[src/rtl/product_acc_pkg.sv]
// rtl/product_acc_pkg.sv - shared types, defaults and width helper for product_accumulator
package product_acc_pkg;

    // FSM states: ACC collects a group, HOLD presents a finished sum
    typedef enum logic {
        ACC  = 1'b0,
        HOLD = 1'b1
    } acc_state_t;

    // Defaults match the upstream multiplier's result width and a 4-tap group
    localparam int PA_WIDTH_IN = 16;
    localparam int PA_LEN      = 4;

    // Accumulator width that can hold len full-scale products without wrapping
    function automatic int acc_width(input int width_in, input int len);
        return width_in + $clog2(len);
    endfunction

endpackage

[src/rtl/product_accumulator.sv]
// rtl/product_accumulator.sv - sums groups of up to LEN products and hands each sum off on a valid/ready port
module product_accumulator
    import product_acc_pkg::*;
#(
    parameter  int WIDTH_IN  = PA_WIDTH_IN,
    parameter  int LEN       = PA_LEN,
    localparam int WIDTH_ACC = acc_width(WIDTH_IN, LEN),
    localparam int CNT_W     = $clog2(LEN + 1)
) (
    input  logic                 clk,
    input  logic                 rst,
    input  logic [WIDTH_IN-1:0]  in_res,
    input  logic                 in_vld,
    input  logic                 in_last,
    output logic                 in_rdy,
    output logic [WIDTH_ACC-1:0] out_sum,
    output logic [CNT_W-1:0]     out_cnt,
    output logic                 out_vld,
    input  logic                 out_rdy
);

    // Beat index that fills a group to LEN products
    localparam logic [CNT_W-1:0] LAST_IDX = CNT_W'(LEN - 1);
    localparam logic [CNT_W-1:0] CNT_ONE  = CNT_W'(1);

    acc_state_t           state, state_nxt;
    logic [WIDTH_ACC-1:0] acc, acc_nxt;
    logic [CNT_W-1:0]     cnt, cnt_nxt;
    logic [WIDTH_ACC-1:0] sum_nxt;
    logic [CNT_W-1:0]     ocnt_nxt;

    logic                 beat;
    logic                 closes;
    logic                 take_result;
    logic [WIDTH_ACC-1:0] beat_sum;
    logic [CNT_W-1:0]     beat_cnt;

    // Handshake and adder terms shared by both states; acc/cnt are zero at the
    // start of every group, so a beat taken in HOLD uses the same datapath as ACC
    always_comb begin
        in_rdy      = (state == ACC) || out_rdy;
        out_vld     = (state == HOLD);
        beat        = in_vld && in_rdy;
        take_result = (state == HOLD) && out_rdy;
        closes      = (cnt == LAST_IDX) || in_last;
        beat_sum    = acc + WIDTH_ACC'(in_res);
        beat_cnt    = cnt + CNT_ONE;
    end

    // Next-state logic: close a group into the output register or keep summing
    always_comb begin
        state_nxt = state;
        acc_nxt   = acc;
        cnt_nxt   = cnt;
        sum_nxt   = out_sum;
        ocnt_nxt  = out_cnt;
        if (beat) begin
            if (closes) begin
                sum_nxt   = beat_sum;
                ocnt_nxt  = beat_cnt;
                acc_nxt   = '0;
                cnt_nxt   = '0;
                state_nxt = HOLD;
            end else begin
                acc_nxt   = beat_sum;
                cnt_nxt   = beat_cnt;
                state_nxt = ACC;
            end
        end else if (take_result) begin
            state_nxt = ACC;
        end
    end

    // State, accumulator and output registers; reset drops any partial or pending sum
    always_ff @(posedge clk) begin
        if (!rst) begin
            state   <= ACC;
            acc     <= '0;
            cnt     <= '0;
            out_sum <= '0;
            out_cnt <= '0;
        end else begin
            state   <= state_nxt;
            acc     <= acc_nxt;
            cnt     <= cnt_nxt;
            out_sum <= sum_nxt;
            out_cnt <= ocnt_nxt;
        end
    end

endmodule

[config.mk]
export PLATFORM = sky130hd
export DESIGN_NAME = product_accumulator
export DESIGN_NICKNAME = d
export VERILOG_FILES = /design/src/rtl/product_acc_pkg.sv /design/src/rtl/product_accumulator.sv
export SDC_FILE = /design/constraint.sdc
export NUM_CORES = 1
export LEC_CHECK = 0
export BUFFER_PORTS_ARGS = -buffer_cell sky130_fd_sc_hd__buf_2
export CAP_MARGIN = 30
export CORE_MARGIN = 1
export CORE_UTILIZATION = 59
export DETAILED_ROUTE_END_ITERATION = 7
export GPL_TIMING_DRIVEN = 0
export PLACE_DENSITY = 0.87
export SKIP_LAST_GASP = 1
export SYNTH_ARGS = -nofsm -noshare
export SYNTH_HDL_FRONTEND = slang
export SYNTH_SLANG_ARGS = --single-unit
export TNS_END_PERCENT = 1
[constraint.sdc]
create_clock -name clk -period 4.1 [get_ports clk]
set_input_delay 1.025 -clock clk [delete_from_list [all_inputs] [get_ports clk]]
set_output_delay 1.025 -clock clk [all_outputs]
set_load 0.005 [all_outputs]
==> flow_summary.toml <==
[worst_setup_path]
cp.arrival_ns = 2.98
crit_fanout = 7
cp_top_family = "simple AND/OR/NAND/NOR gates"
critPathSlowestCell = "or4_1"
reg2reg_depth = 8
path_buf_inv = 2
endpoint_kind = "register"
r2r_setup_slack_ns = 1.71
regToRegEndpoint = "acc[16]"
path_cells = "buf_2, ha_1, buf_6, and2_4, a221o_1, o21bai_2, a21boi_2, or4_1, nand3_1, a21oi_1"
cpPeakStageDelay_ns = 0.47
critPathLaunchType = "input port"
required_ns = 4.27
path_class = "input port to register"
r2r_start = "cnt[0]"

[logic_synthesis]
async_flop_share_pct = 0
ys_ff_latch = 43
yosys.area.top_type = "dfxtp_1"
ys.flop_type = "dfxtp_1"
ys_top_cells_by_count = "dfxtp_1 (43), nand2_1 (39), a21oi_1 (38), nor2_1 (38), ha_1 (18)"
seq_area_frac_synth_pct = 36.8
yosysTopAreaCellShare_pct = 36.8
synth_enable_flop_cells = 0
yosysWarnings = 0
ys_top_cells_by_area = "dfxtp_1 (37%), ha_1 (9.6%), a21oi_1 (8.1%)"
postSynthCellCount = 292
avgSynthCellArea_sq_um = 8.01
yosysUniqueCellTypes = 43
synth_fp_nets = 332
syn_area_sq_mm = 0.00234
yosys.cell_count.top_type = "dfxtp_1"

[timing]
slew_viol_final = 0
tightestPinTransition_ns = 0.682
max_freq_mhz = 356
slew_headroom_pct = 54.4
setup_tns_ns = 0
setup_viol = 0
fin_crit_sh_pct = 68.4
min_period_ns = 2.81
rsz0062_at_grt = "no"
skew_ns = 0.00564
hold_viol = 0

[clock_tree]
hold_buffers = 0
cts.sinks = 43
ctsHtreeMaxLevel = 2
clk_latency_ns = 0.30
cts_tree = "yes"
postCtsResizedCells = 0
cts_inserted_buffers = 5
clk_pin_slew_ns = 0.08
cts_setup_buffers = 0
cts_buffer_depth = 2
cts_root_buf = "clkbuf_8"

[place]
gp_congestion = 0.858
dp_hpwl_mm = 4.12
portBuffers = 43

[die]
die_h_microns = 65.0
start_util_pct = 62.5
die_w_microns = 65.0
io_pins = 44
coreArea_sq_mm = 0.00374
dieArea_sq_mm = 0.00422
fp-row-count = 22

[drt]
drt-initial-drc-count = 161
remaining_drc_errors = 0
drt-pass1-iter-count = 4
antenna_left = 0
wl_per_cell_microns = 14.3
vias_per_cell = 5.80
num_vias = 2269
routed_wl_mm = 5.58

[hold_path]
hp-class = "register to register"
whs_path_depth = 2
whs_endpoint = "out_sum[15]"
hp-start = "out_sum[15]"

[layout]
nets = 382
n_antenna_cell = 0
fill_cells = 336
syn2layout_area_growth_pct = 15.4
final_util_pct = 72.1
drive_gt1_share_pct = 16.6

[power]
vdd_drop_max_uv = 214
power.leakage_nw = 1.23
p_per_area_mw_per_mm2 = 340

[grt]
antenna_found_initial = 0
overflow = 0
grt_pass1_wl_mm = 9.11
grt_usage_pct = 28.4
grt_pass1_vias = 2030
grt_max_degree = 14

[job]
cap_violations = 0

[outcome]
status = "completed"
==> sequential cells by signal, indices dropped and copies added, names as in the netlist <==
register / count
acc: 18
out_cnt: 3
cnt: 3
out_sum: 18
out_vld: 1
==> per-stage QoR <==
step / power [mW] / std cells / area [sq um] / setup slack [ns] / hold WS, ns
after floorplan: 0.598 / 292 / 2340 / 1.21 / 0.429
after global placement: 0.651 / 383 / 2610 / 1.00 / 0.439
after detailed placement: 0.657 / 383 / 2610 / 0.979 / 0.443
after CTS: 0.918 / 391 / 2700 / 1.29 / 0.454
after global routing: 0.965 / 391 / 2700 / 1.22 / 0.483
final: 0.917 / 391 / 2700 / 1.29 / 0.455
==> cell type report <==
| class | instances | area [sq um] | share of cell area, % |
|---|---|---|---|
| inverters | 8 | 30.0 | 1.11 |
| clock buffers | 6 | 72.6 | 2.69 |
| flip-flops and latches | 43 | 861 | 31.9 |
| repair buffers | 43 | 215 | 7.97 |
| clock inverters | 2 | 12.5 | 0.464 |
| plain buffers | 12 | 56.3 | 2.09 |
| well taps | 48 | 60.1 | 2.23 |
| multi-input cells | 229 | 1390 | 51.6 |
==> cell families (layout without fill, tap and decap cells) <==
kind of cell / after synthesis / count (layout) / synth area share (%)
adders and majority gates: 19 / 19 / 10.5
and+or+nand+nor: 111 / 111 / 20.9
xor gates and xnor gates: 13 / 13 / 4.87
DFF: 43 / 43 / 36.8
AOI/OAI and AO/OA: 86 / 86 / 23.2
buffers and inverters: 20 / 71 / 3.69
==> where the power goes <==
group	switching (mW)	total, mW	internal (mW)
Sequential	0.0124	0.453	0.441
Clock	0.147	0.266	0.119
Combinational	0.116	0.197	0.0810
Total	0.276	0.917	0.641
==> metal layers <==
layer,global-route usage [%],vias to the layer above,share of wire [%]
met5,0,-,0
met4,11.4,0,1.7
met3,5.11,10,6.0
met2,49.6,72,49
met1,34.1,1051,43
li1,-,1136,-
==> placed cells by master, fill, tap and decap left out, types with 3 or more instances in the layout <==
master / Yosys / layout
a21o_1: 3 / 3
xor2_1: 6 / 6
and3_1: 4 / 4
xnor2_1: 7 / 7
a211oi_1: 6 / 6
o31ai_1: 5 / 5
a21oi_1: 38 / 38
nand3_1: 8 / 8
buf_2: 0 / 43
clkbuf_8: 0 / 5
o21ai_0: 14 / 14
nand2_1: 39 / 39
a32o_1: 4 / 4
ha_1: 18 / 18
clkbuf_1: 10 / 11
nor2_1: 38 / 38
nand4_1: 3 / 3
nor3_1: 5 / 5
or3_1: 4 / 4
inv_1: 7 / 7
dfxtp_1: 43 / 43
nand2b_1: 3 / 3
==> worst min-delay path, cell delays in order, from the launching register on <==
cell     delay (ns)
dfxtp_1        0.32
nand2_1        0.05
a21oi_1        0.05
==> how the worst max path moves through the flow <==
stage / start / endpoint / slack, ns / cells after the start
finish: in_res[5] / out_sum[16] / 1.29 / 10
global route: in_res[5] / out_sum[16] / 1.22 / 10
CTS: in_res[5] / out_sum[16] / 1.29 / 10
detailed placement: in_res[5] / out_sum[16] / 0.98 / 10
global placement: in_res[5] / out_sum[16] / 1.00 / 10
floorplan: in_res[5] / out_sum[16] / 1.21 / 9
Power figures use the tool's default switching activity.
